`src/rtl/hook_pkg.sv`:
```
// hook_pkg: shared types and default constants for the fishing-hook controller.
//   hook_state_e : controller states (idle / dropping / waiting at bottom / reeling in)
//   POS_W        : width of the h/v position buses, in tenths of a pixel
//   *_DEF        : default geometry, motion steps and timing used by hook_ctrl and hook_sway
package hook_pkg;

  localparam int unsigned POS_W = 14;

  localparam int unsigned V_TOP_DEF            = 720;
  localparam int unsigned V_BOTTOM_DEF         = 4700;
  localparam int unsigned H_HOME_DEF           = 2580;
  localparam int unsigned DROP_STEP_DEF        = 20;
  localparam int unsigned REEL_STEP_DEF        = 30;
  localparam int unsigned REEL_STEP_HOOKED_DEF = 15;
  localparam int unsigned WAIT_TICKS_DEF       = 120;
  localparam int unsigned SWAY_STEP_DEF        = 5;
  localparam int unsigned SWAY_AMP_DEF         = 60;

  typedef enum logic [1:0] {
    StIdle,
    StDrop,
    StWait,
    StReel
  } hook_state_e;

endpackage

```
`src/rtl/hook_ctrl_if.sv`:
```
// hook_ctrl_if: control/status bundle between the game logic and hook_ctrl.
//   tick, cast, reel, caught : one-cycle pulses into the controller
//   h_position, v_position   : hook position in tenths of a pixel
//   hooked, landed, busy     : controller status
// Modports: master drives the pulses (game side), slave is the controller.
interface hook_ctrl_if;

  logic                       tick;
  logic                       cast;
  logic                       reel;
  logic                       caught;
  logic [hook_pkg::POS_W-1:0] h_position;
  logic [hook_pkg::POS_W-1:0] v_position;
  logic                       hooked;
  logic                       landed;
  logic                       busy;

  modport master (
    output tick, cast, reel, caught,
    input  h_position, v_position, hooked, landed, busy
  );

  modport slave (
    input  tick, cast, reel, caught,
    output h_position, v_position, hooked, landed, busy
  );

endinterface

```
`src/rtl/hook_sway.sv`:
```
// hook_sway: horizontal triangle-wave sway of the hook while it is out of the boat.
// Only instantiated when HOOK_SWAY_EN is defined.
//   clk, rst_n : clock, asynchronous active-low reset
//   tick       : motion strobe (already gated against control-event cycles)
//   enable     : low snaps the hook back to home and restarts the rising phase
//   home       : centre column
//   h_position : current column
module hook_sway
  import hook_pkg::*;
#(
  parameter int unsigned SWAY_STEP = SWAY_STEP_DEF,
  parameter int unsigned SWAY_AMP  = SWAY_AMP_DEF
) (
  input  logic             clk,
  input  logic             rst_n,
  input  logic             tick,
  input  logic             enable,
  input  logic [POS_W-1:0] home,
  output logic [POS_W-1:0] h_position
);

  localparam logic signed [POS_W:0] Step = (POS_W + 1)'(SWAY_STEP);
  localparam logic signed [POS_W:0] Amp  = (POS_W + 1)'(SWAY_AMP);

  // Offset from home is kept instead of the absolute column so reset is a constant.
  logic signed [POS_W:0] off_q, off_d;
  logic                  falling_q, falling_d;
  logic signed [POS_W:0] h_full;

  always_comb begin
    off_d     = off_q;
    falling_d = falling_q;
    if (!enable) begin
      off_d     = '0;
      falling_d = 1'b0;
    end else if (tick) begin
      if (!falling_q) begin
        if (off_q + Step >= Amp) begin
          off_d     = Amp;
          falling_d = 1'b1;
        end else begin
          off_d = off_q + Step;
        end
      end else begin
        if (off_q - Step <= -Amp) begin
          off_d     = -Amp;
          falling_d = 1'b0;
        end else begin
          off_d = off_q - Step;
        end
      end
    end
  end

  always_ff @(posedge clk or negedge rst_n) begin
    if (!rst_n) begin
      off_q     <= '0;
      falling_q <= 1'b0;
    end else begin
      off_q     <= off_d;
      falling_q <= falling_d;
    end
  end

  always_comb begin
    h_full     = $signed({1'b0, home}) + off_q;
    h_position = h_full[POS_W-1:0];
  end

endmodule

```
`src/rtl/hook_ctrl.sv`:
```
// hook_ctrl: fishing-hook state machine. Drops the hook on cast, waits at the bottom,
// reels back in on request, on a catch or after a timeout, and pulses landed when a
// hooked fish reaches the surface row. All motion happens on tick cycles only.
//   clk, rst_n : clock, asynchronous active-low reset
//   bus        : hook_ctrl_if.slave (tick/cast/reel/caught in; positions and status out)
// Optional feature: define HOOK_SWAY_EN to sway the hook horizontally via hook_sway;
// otherwise h_position is the constant H_HOME.
module hook_ctrl
  import hook_pkg::*;
#(
  parameter int unsigned V_TOP            = V_TOP_DEF,
  parameter int unsigned V_BOTTOM         = V_BOTTOM_DEF,
  parameter int unsigned H_HOME           = H_HOME_DEF,
  parameter int unsigned DROP_STEP        = DROP_STEP_DEF,
  parameter int unsigned REEL_STEP        = REEL_STEP_DEF,
  parameter int unsigned REEL_STEP_HOOKED = REEL_STEP_HOOKED_DEF,
  parameter int unsigned WAIT_TICKS       = WAIT_TICKS_DEF
) (
  input logic        clk,
  input logic        rst_n,
  hook_ctrl_if.slave bus
);

  localparam logic [POS_W:0]   VTop           = (POS_W + 1)'(V_TOP);
  localparam logic [POS_W:0]   VBottom        = (POS_W + 1)'(V_BOTTOM);
  localparam logic [POS_W:0]   DropStep       = (POS_W + 1)'(DROP_STEP);
  localparam logic [POS_W:0]   ReelStep       = (POS_W + 1)'(REEL_STEP);
  localparam logic [POS_W:0]   ReelStepHooked = (POS_W + 1)'(REEL_STEP_HOOKED);
  localparam logic [POS_W-1:0] HHome          = POS_W'(H_HOME);
  localparam logic [7:0]       WaitTicks      = 8'(WAIT_TICKS);

  hook_state_e      state_q, state_d;
  logic [POS_W-1:0] v_q, v_d;
  logic             hooked_q, hooked_d;
  logic             landed_q, landed_d;
  logic [7:0]       wait_cnt_q, wait_cnt_d;
  logic [POS_W:0]   drop_sum;
  logic [POS_W:0]   reel_step;

  always_comb begin
    state_d    = state_q;
    v_d        = v_q;
    hooked_d   = hooked_q;
    landed_d   = 1'b0;
    wait_cnt_d = wait_cnt_q;
    drop_sum   = {1'b0, v_q} + DropStep;
    reel_step  = hooked_q ? ReelStepHooked : ReelStep;

    unique case (state_q)
      StIdle: begin
        if (bus.cast) begin
          state_d = StDrop;
        end
      end
      StDrop, StWait: begin
        // Control events win over tick: state changes, the hook does not move.
        if (bus.caught || bus.reel) begin
          state_d  = StReel;
          hooked_d = hooked_q | bus.caught;
        end else if (bus.tick) begin
          if (state_q == StDrop) begin
            if (drop_sum >= VBottom) begin
              v_d        = VBottom[POS_W-1:0];
              state_d    = StWait;
              wait_cnt_d = '0;
            end else begin
              v_d = drop_sum[POS_W-1:0];
            end
          end else begin
            wait_cnt_d = wait_cnt_q + 8'd1;
            if (wait_cnt_d == WaitTicks) begin
              state_d = StReel;
            end
          end
        end
      end
      StReel: begin
        if (bus.tick) begin
          // Compare before subtracting so a step larger than v cannot wrap.
          if ({1'b0, v_q} <= VTop + reel_step) begin
            v_d      = VTop[POS_W-1:0];
            state_d  = StIdle;
            landed_d = hooked_q;
            hooked_d = 1'b0;
          end else begin
            v_d = v_q - reel_step[POS_W-1:0];
          end
        end
      end
      default: state_d = StIdle;
    endcase
  end

  always_ff @(posedge clk or negedge rst_n) begin
    if (!rst_n) begin
      state_q    <= StIdle;
      v_q        <= VTop[POS_W-1:0];
      hooked_q   <= 1'b0;
      landed_q   <= 1'b0;
      wait_cnt_q <= '0;
    end else begin
      state_q    <= state_d;
      v_q        <= v_d;
      hooked_q   <= hooked_d;
      landed_q   <= landed_d;
      wait_cnt_q <= wait_cnt_d;
    end
  end

  assign bus.v_position = v_q;
  assign bus.hooked     = hooked_q;
  assign bus.landed     = landed_q;
  assign bus.busy       = (state_q != StIdle);

`ifdef HOOK_SWAY_EN
  logic sway_tick;
  logic sway_en;

  // No sway on edges where a control event changes state.
  assign sway_tick = bus.tick && (state_q != StIdle) &&
                     !(((state_q == StDrop) || (state_q == StWait)) && (bus.caught || bus.reel));
  // Uses next state so the hook is back at home on the edge that enters idle.
  assign sway_en   = (state_d != StIdle);

  hook_sway #(
    .SWAY_STEP (SWAY_STEP_DEF),
    .SWAY_AMP  (SWAY_AMP_DEF)
  ) u_sway (
    .clk        (clk),
    .rst_n      (rst_n),
    .tick       (sway_tick),
    .enable     (sway_en),
    .home       (HHome),
    .h_position (bus.h_position)
  );
`else
  assign bus.h_position = HHome;
`endif

endmodule

```
`src/flat_wrapper.sv`:
```
// flat-port wrapper written by rule: the top's interface ports become plain ports
module hook_ctrl_flat import hook_pkg::*;
#(
  parameter int unsigned V_TOP            = V_TOP_DEF,
  parameter int unsigned V_BOTTOM         = V_BOTTOM_DEF,
  parameter int unsigned H_HOME           = H_HOME_DEF,
  parameter int unsigned DROP_STEP        = DROP_STEP_DEF,
  parameter int unsigned REEL_STEP        = REEL_STEP_DEF,
  parameter int unsigned REEL_STEP_HOOKED = REEL_STEP_HOOKED_DEF,
  parameter int unsigned WAIT_TICKS       = WAIT_TICKS_DEF
)
  (clk, rst_n, bus_tick, bus_cast, bus_reel, bus_caught, bus_h_position, bus_v_position, bus_hooked, bus_landed, bus_busy);
  hook_ctrl_if bus_i ();
  input logic clk;
  input logic rst_n;
  input wire logic [$bits(bus_i.tick)-1:0] bus_tick;
  input wire logic [$bits(bus_i.cast)-1:0] bus_cast;
  input wire logic [$bits(bus_i.reel)-1:0] bus_reel;
  input wire logic [$bits(bus_i.caught)-1:0] bus_caught;
  output wire logic [$bits(bus_i.h_position)-1:0] bus_h_position;
  output wire logic [$bits(bus_i.v_position)-1:0] bus_v_position;
  output wire logic [$bits(bus_i.hooked)-1:0] bus_hooked;
  output wire logic [$bits(bus_i.landed)-1:0] bus_landed;
  output wire logic [$bits(bus_i.busy)-1:0] bus_busy;
  assign bus_i.tick = bus_tick;
  assign bus_i.cast = bus_cast;
  assign bus_i.reel = bus_reel;
  assign bus_i.caught = bus_caught;
  assign bus_h_position = bus_i.h_position;
  assign bus_v_position = bus_i.v_position;
  assign bus_hooked = bus_i.hooked;
  assign bus_landed = bus_i.landed;
  assign bus_busy = bus_i.busy;
  hook_ctrl #(.V_TOP(V_TOP), .V_BOTTOM(V_BOTTOM), .H_HOME(H_HOME), .DROP_STEP(DROP_STEP), .REEL_STEP(REEL_STEP), .REEL_STEP_HOOKED(REEL_STEP_HOOKED), .WAIT_TICKS(WAIT_TICKS)) u_core (.clk(clk), .rst_n(rst_n), .bus(bus_i));
endmodule
```
`config.mk`:
```
export PLATFORM = sky130hd
export DESIGN_NAME = hook_ctrl_flat
export DESIGN_NICKNAME = d
export VERILOG_FILES = /design/src/rtl/hook_pkg.sv /design/src/rtl/hook_ctrl_if.sv /design/src/rtl/hook_sway.sv /design/src/rtl/hook_ctrl.sv /design/src/flat_wrapper.sv
export SDC_FILE = /design/constraint.sdc
export NUM_CORES = 1
export LEC_CHECK = 0
export ABC_AREA = 1
export BUFFER_PORTS_ARGS = -buffer_cell sky130_fd_sc_hd__buf_2
export CAP_MARGIN = 10
export CORE_ASPECT_RATIO = 1.75
export CORE_MARGIN = 2
export CORE_UTILIZATION = 35
export DETAILED_ROUTE_END_ITERATION = 8
export PLACE_DENSITY = 0.57
export SYNTH_ARGS = -nofsm -noshare
export SYNTH_HDL_FRONTEND = slang
export SYNTH_SLANG_ARGS = --single-unit
```
`constraint.sdc`:
```
create_clock -name clk -period 1.94 [get_ports clk]
set_input_delay 0.388 -clock clk [delete_from_list [all_inputs] [get_ports clk]]
set_output_delay 0.388 -clock clk [all_outputs]
set_load 0.03 [all_outputs]
```
# Yosys cells after proc, flatten, opt, wreduce, memory -nomap -nowiden
# Cells that the tools add are included.
[op_classes]
n_reduce_logical = 9
n_mux = 26
n_eq_ne = 15
magnitude_cmp = 2
addsub = 4
n_bitwise = 2
[ops]
columns = ["cell", "n"]
rows = [
  ["2-to-1 mux 14 bit", 6],
  ["case mux 14 bit (2 select lines)", 1],
  ["2-to-1 mux 2 bit", 8],
  ["2-to-1 mux 8 bit", 2],
  ["adder 10 x 15 -> 15 bit, first input constant", 1],
  ["adder 14 x 5 -> 15 bit, second input constant", 1],
  ["greater-or-equal comparator 15 x 13 -> 1 bit, second input constant", 1],
  ["<= comparator 14 x 15 -> 1 bit", 1],
  ["subtractor 14 bit", 1],
  ["inequality test 2 bit, second input constant", 5],
  ["adder 8 x 1 -> 8 bit, second input constant", 1],
  ["== test 8 x 7 -> 1 bit, second input constant", 1],
  ["AND reduction 4 bit", 2],
  ["2-to-1 mux 1 bit", 6],
  ["inequality test 2 x 1 -> 1 bit, second input constant", 3],
  ["case mux 2 bit (3 select lines)", 1],
  ["AND reduction 6 bit", 1],
  ["2-to-1 mux 5 bit", 1],
  ["AND reduction 5 bit", 1],
  ["== test 2 bit, second input constant", 2],
  ["inequality test 4 x 1 -> 1 bit, second input constant", 1],
  ["inequality test 4 x 3 -> 1 bit, second input constant", 1],
  ["nonzero test 2 bit", 2],
  ["inequality test 3 x 2 -> 1 bit, second input constant", 1],
  ["other kinds (7)", 7],
]
[word_totals]
register_bits = 26
out_inout_bits = 31

# Longest topological paths before layout
# Gate-level depths: netlist of the first run.
[logic_depth]
word_depth = 7
mapped_depth = 18
mapped_depth_nobuf = 18

# Least setup slack after synthesis of the first run
# No wires, ideal clock.
[synth_timing]
path_type = "register -> register"
from = "register u_core.v_q[3] (netlist: u_core.bus.v_position[3])"
to = "register u_core.wait_cnt_q[3]"
required_ps = 1823
stages_incl_launch_ff = 19
setup_time_ps = 117
arrival_time_ps = 1979
setup_slack_ps = -155
cell_sequence = "dfrtp_1 > ha_1 > inv_1 > nand2_1 > nand2_1 > nand2_1 > nand2_1 > inv_1 > nand2_1 > nand2_1 > nand2_1 > nand2_1 > nand2_2 > nand2_2 > inv_2 > nand2_4 > nand2_4 > nand2_1 > nand2_1"
[synth_via]
elab_chain_len = 4
[synth_lines]
columns = ["element", "line_no", "rtl"]
rows = [
  ["start, declared", "hook_ctrl.sv:33", "logic [POS_W-1:0] v_q, v_d;"],
  ["start signal, assigned", "hook_ctrl.sv:97", "v_q <= VTop[POS_W-1:0];"],
  ["start signal, assigned", "hook_ctrl.sv:103", "v_q <= v_d;"],
  ["adder 14 x 5 -> 15 bit", "hook_ctrl.sv:46", "drop_sum = {1'b0, v_q} + DropStep;"],
  ["greater-or-equal comparator 15 x 13 -> 1 bit", "hook_ctrl.sv:62", "if (drop_sum >= VBottom) begin"],
  ["inequality test 2 bit (no line)", "-", ""],
  ["AND reduction 4 bit (no line)", "-", ""],
  ["end signal, assigned", "hook_ctrl.sv:106", "wait_cnt_q <= wait_cnt_d;"],
  ["end, declared", "hook_ctrl.sv:36", "logic [7:0] wait_cnt_q, wait_cnt_d;"],
]
# No other way between the ends.
# A chain may end at the register's enable or synchronous reset.

# Final worst setup path of the first run
[layout_timing]
from = "register u_core.v_q[3] (netlist: u_core.bus.v_position[3])"
to = "register u_core.wait_cnt_q[7]"
# The elaborated chain is that of the path after synthesis.

==> results of run 1 <==
## logic make-up (layout without fill, tap and decap cells)
logic type / Yosys count / count (layout) / share of synthesized area, %
simple gates: 226 / 226 / 41.4
other cells: 2 / 14 / 0.305
flops: 26 / 26 / 26.6
fa+ha+maj: 12 / 12 / 6.10
compound gates: 33 / 33 / 7.27
buf+inv: 74 / 132 / 14.1
xor+xnor: 12 / 12 / 4.27
## layer usage
metal	share of wire [%]	track usage (%)	vias to the layer above
li1	-	-	1346
met1	35	19.8	1307
met2	56	39.1	88
met3	3.1	2.74	38
met4	5.7	13.1	0
met5	0	0	-
## worst max-delay path, cell delays in order (launching register included)
cell	delay, ns
dfrtp_2	0.46
ha_4	0.20
nor2_4	0.14
nor2_4	0.06
nand2_1	0.09
nand3_2	0.09
nor2_2	0.14
nand3_1	0.09
nand2_1	0.08
nand2_2	0.07
nand2_2	0.10
inv_2	0.06
nand2_4	0.13
nand2_8	0.10
nand2_1	0.07
nand2_1	0.04
## where the power goes
part / internal [mW] / leakage, nW / switching (mW)
combinational: 1.94 / 1.33 / 2.95
clock: 0.317 / 0.0442 / 0.209
sequential: 0.772 / 0.318 / 0.283
## metrics by stage
step,power [mW],util (%),hold slack [ns],std cells
CTS,5.84,45.7,0.182,530
detailed placement,5.02,42.3,0.464,521
finish,6.47,49.8,0.160,539
global route,6.96,49.8,0.195,539
floorplan,3.60,-,0.0924,397
global placement,5.03,42.3,0.460,521
## Yosys cell counts
master	number
nand2_1	99
inv_1	47
nand3_1	45
nor2_1	43
dfrtp_1	22
buf_4	17
nand4_1	14
o21ai_0	14
a21oi_1	12
ha_1	12
xor2_1	11
nor3_1	8
nand2_2	5
buf_2	4
dfstp_2	4
clkbuf_1	3
a31oi_1	2
conb_1	2
inv_2	2
nand2_4	2
nor2_2	2
nor2_4	2
nor3b_1	2
o21bai_1	2
or2_2	2
a211oi_1	1
a22oi_1	1
clkinv_1	1
nor3_2	1
nor4_1	1
o22ai_1	1
xnor2_1	1
## registers in the layout, indices dropped and copies added, names as in the netlist
name,flops
u_core.bus.v_position,14
u_core.wait_cnt_q,8
u_core.state_q,2
u_core.bus.hooked,1
u_core.bus.landed,1
## path summary, 6_finish.rpt
kind / startpoint / to / slack [ns] / cells past startpoint
max reg2reg: u_core.bus.v_position[3] / u_core.wait_cnt_q[7] / -0.09 / 15
max: u_core.bus.v_position[3] / u_core.wait_cnt_q[7] / -0.09 / 15
min: rst_n / u_core.bus.v_position[0] / 0.16 / 1
max in group asynchronous: rst_n / u_core.bus.hooked / 1.30 / 1
min reg2reg: u_core.wait_cnt_q[6] / u_core.wait_cnt_q[6] / 0.49 / 2
min in group clk: bus_caught / u_core.bus.hooked / 0.43 / 3
## timing repair
item,4_1_cts,5_1_grt
setup buffers,4,9
pin swaps,7,20
endpoints found under the setup margin,25,26
gates resized for setup,26,56
cloned,1,0
## layout make-up
class	count	area (um^2)
inverter	50	194
sequential	26	659
tap	84	105
multi-input combinational	297	1800
timing repair buffer	78	566
clock buffer	4	88.8
fill	687	3440
==> run metrics, run 1 <==
outcome=finished with violations; failing checks=negative setup slack; I/O Buffers=22; Routability Congestion=0.907; CTS sink cnt=26; Clock Latency Late Sink=0.26 ns; CP Class=reg2reg; Worst-path clk slew=0.07 ns; post-synth top area cell=dfrtp_1; number of buffers created by CTS=3; Tmin final=2.03 ns; Pleak=1.69 nW; achievable frequency=493 MHz; global-route wire length before repair=12.1 mm; Final #Nets=474; clk buf depth=2; most common cell after layout, fill and taps aside=nand2_1; RSZ-0062 raised after global routing=yes; HPWL Detailed=5.88 mm; Row Count=40; die area=7750 um^2; Yosys reg bits=26; GRT Resource Usage Total=20.6%; sequential fraction of the synthesis area=26.6%; endpoints failing setup=18; Worst setup SP type=flop; Sum Neg Setup Slack=-0.942 ns; Die Span Y=115 um; final wirelength=7.95 mm; drt pass-1 iters=5; PwrDens=1900 nW/um^2; leading cell types in the layout, fill and taps excluded=81 x nand2_1, 49 x buf_4, 43 x inv_1, 37 x nand3_1, 35 x nor2_1; pin count of the biggest net entering global routing=27; final hold violations=0; initial DRC count=102; TritonCTS clock tree=yes; clock root cell=clkbuf_16; Final period util=105%; skew final=0.00305 ns; maximum vdd drop=0.000794 V; ant diodes=0; I/O pin cnt=37; worst-margin pin slew=0.687 ns; vias=2779; synthesized area per cell=6.40 um^2; Netlist Area Pre-Place=2460 um^2; CP endpoint kind=flop; Placement Cell Area=2900 um^2; share of layout cells above drive strength 1=35.6%; Final Max Tran Viols=0; synthesized netlist cell count=385; most area-consuming cells after synthesis=dfrtp_1 22%, nand2_1 15%, nand3_1 9.1%; CP Data Arrival Time=2.19 ns; Via density=5.16; Hold Buf Count CTS=0; GRT overflow=0; fin worst setup slack=-0.0887 ns; Critical Path RT=2.10 ns; DIE WIDTH=67.4 um; number of global-route vias before repair=2696; H-tree Lvls=1; core area=6860 um^2; CP Max Fanout=8; Synth Warn #=0; top-area cell type share of the netlist area=22.4%; MaxCap Viol Count=0; Initial Utilization=35.9%; pre-CTS WS=-0.220 ns; DR DRC count=0; Routed Antenna Nets=0; routed wire length per instance=14.7 um; worst rel slew slack=54.2%; Area Overhead vs Synth=38.6%; initial antenna violation count=0; distinct cell type count after synthesis=32; worst hold path type=in2async; Design Area, Final=3410 um^2
Power figures use the tool's default switching activity.
==> run 2: changes to the inputs <==
CORE_ASPECT_RATIO = 1.25   (was 1.75)
CORE_UTILIZATION = 49   (was 35)
PLACE_DENSITY = 0.75   (was 0.57)
==> run metrics, run 2 (synthesized netlist as in run 1, its figures left out) <==
outcome=finished with violations; failing checks=negative setup slack; CP max stage cell=dfrtp_2; area occupied by registers=661 um^2 (+0.19%); final core utilization=68.8% (+19 points); delay-heaviest family, CP=simple AND/OR/NAND/NOR gates; Seq pwr share=16.9% (+0.6 points); DIE WIDTH=67.4 um (unchanged); Pleak=1.66 nW (-1.7%); maximum vdd drop=0.00111 V (+39%); CP Class=reg2reg; Design Area, Final=3300 um^2 (-3.2%); area of the multi-input gates=1760 um^2 (-2.3%); leading cell types in the layout, fill and taps excluded=78 x nand2_1, 49 x buf_4, 40 x inv_1, 39 x nand3_1, 37 x nor2_1; GRT overflow=0 (unchanged); final hold violations=0 (unchanged); CP Max Fanout=5 (-3); die area=5610 um^2 (-28%); Largest register FFs=14 (unchanged); GRT Resource Usage Total=25.6% (+5.0 points); CP Data Arrival Time=2.25 ns (+0.06 ns); FF-to-FF path depth=10 (-5); fin worst setup slack=-0.128 ns (-0.0392 ns); Routed Antenna Nets=0 (unchanged); Sw Ratio=53.4% (+0.20 points); ant diodes=0 (unchanged); Placement Cell Area=2870 um^2 (-1.0%); Critical Path RT=2.12 ns (+0.02 ns); endpoints failing setup=24 (+6); Int Power=2.96 mW (-2.4%); Die Span Y=83.3 um (-28%); CP peak stage delay=0.48 ns (+0.02 ns); skew final=0.00643 ns (+0.00338 ns); core area=4800 um^2 (-30%); Hold Buf Count CTS=0 (unchanged); NetSw=3.38 mW (-1.6%); sequence of cells on the critical path=inv_2 -> ha_4 -> nand2_2 -> nor3_2 -> nand4_1 -> nand3_4 -> buf_6 -> o21ai_1 -> a21oi_1 -> nor2_1; WL met1=3.00 mm (+7.7%); share of layout cells above drive strength 1=35.9% (+0.30 points); reg2reg end=u_core.bus.v_position[3]; I/O pin cnt=37 (unchanged); Final period util=107% (+2.0 points); CP bufs+invs=2 (+1); Row Count=28 (-30%); achievable frequency=484 MHz (-1.9%); highest metal used=met4; HPWL Detailed=5.26 mm (-11%); pre-CTS WS=-0.196 ns (+0.0247 ns); met3 WL=427 um (+72%); I/O Buffers=22 (unchanged); filler instances=393 (-43%); PwrDens=1920 nW/um^2 (+1.2%); initial DRC count=201 (+97%); MaxCap Viol Count=0 (unchanged); vias=2820 (+1.5%); worst rel slew slack=58.7% (+4.5 points); non-filler cells, final=514 (-4.6%); met2 WL post-DR=3.71 mm (-17%); global-route wire length before repair=11.3 mm (-6.6%); R2R Setup Slk=-0.13 ns (-0.04 ns); number of buffers created by CTS=3 (unchanged); initial antenna violation count=0 (unchanged); TritonCTS clock tree=yes; Sum Neg Setup Slack=-1.39 ns (-0.445 ns); Comb power frac=75.7% (about the same); drt pass-1 iters=5 (unchanged); Worst setup SP type=flop; most common cell after layout, fill and taps aside=nand2_1; H-tree Lvls=1 (unchanged); Via density=5.49 (+6.4%); Worst-path clk slew=0.10 ns (+0.03 ns); Initial Utilization=51.3% (+15 points); CP endpoint kind=flop; Routability Congestion=0.939 (+3.5%); pin count of the biggest net entering global routing=27 (unchanged); number of global-route vias before repair=2479 (-8.0%); clock root cell=clkbuf_8; Clock power frac=7.4% (-0.7 points); CTS sink cnt=26 (unchanged); worst-margin pin slew=0.619 ns (-0.0676 ns); r2r startpoint=u_core.bus.hooked; Area Overhead vs Synth=34.2%; final wirelength=7.47 mm (-6.0%); Clock Latency Late Sink=0.28 ns (+0.02 ns); worst hold path type=in2async; Final #Nets=473 (-0.21%); dpl cells=497 (-4.6%); Tmin final=2.07 ns (+0.0392 ns); clk buf depth=2 (unchanged); Final Max Tran Viols=0 (unchanged); DR DRC count=0 (unchanged); routed wire length per instance=14.5 um (-1.4%); RSZ-0062 raised after global routing=yes
-- run 2: power by group through the flow --
stage	clock network, mW	registers [mW]	logic [mW]
2_1_floorplan	0	1.25	2.35
3_3_place_gp	0	1.05	3.80
3_5_place_dp	0	1.06	3.85
4_1_cts	0.471	1.05	4.10
5_1_grt	0.497	1.10	5.21
6_report	0.469	1.07	4.80
-- run 2: what timing repair did --
action | CTS | global route
pin swaps | 8 | 11
buffers inserted | 2 | 11
hold endpoints to repair | 0 | 0
resized for setup | 19 | 59
endpoints found under the setup margin | 17 | 26
gates cloned | 0 | 0
-- run 2: worst max-delay path by stage --
stage / startpoint / slack (ns) / end / cells after the start
finish: u_core.bus.hooked / -0.13 / u_core.bus.v_position[3] / 10
floorplan: u_core.bus.v_position[7] / -0.008 / u_core.wait_cnt_q[3] / 14
CTS: u_core.bus.hooked / -0.005 / u_core.bus.v_position[13] / 11
detailed placement: u_core.bus.hooked / -0.20 / u_core.bus.v_position[11] / 11
global route: u_core.bus.hooked / -0.24 / u_core.state_q[1] / 11
global placement: u_core.bus.v_position[5] / -0.20 / u_core.bus.v_position[11] / 10
-- run 2: stage by stage --
step | hold WS, ns | power, mW
2_1_floorplan | 0.0924 | 3.60
3_3_place_gp | 0.439 | 4.85
3_5_place_dp | 0.442 | 4.91
4_1_cts | 0.133 | 5.62
5_1_grt | 0.148 | 6.81
6_report | 0.109 | 6.34
-- run 2: layout make-up --
cell class              instances  area share (%)
clock buffers                   3            1.25
clock inverters                 1           0.909
inverters                      50            5.83
well taps                      60            2.27
repair buffers                 77            16.5
multi-input cells             297            53.2
flip-flops and latches         26            20.0
-- run 2: routing by layer --
| layer | vias up | track usage (%) |
|---|---|---|
| li1 | 1344 | - |
| met1 | 1308 | 32.6 |
| met2 | 132 | 43.9 |
| met3 | 36 | 2.44 |
| met4 | 0 | 9.09 |
| met5 | - | 0 |
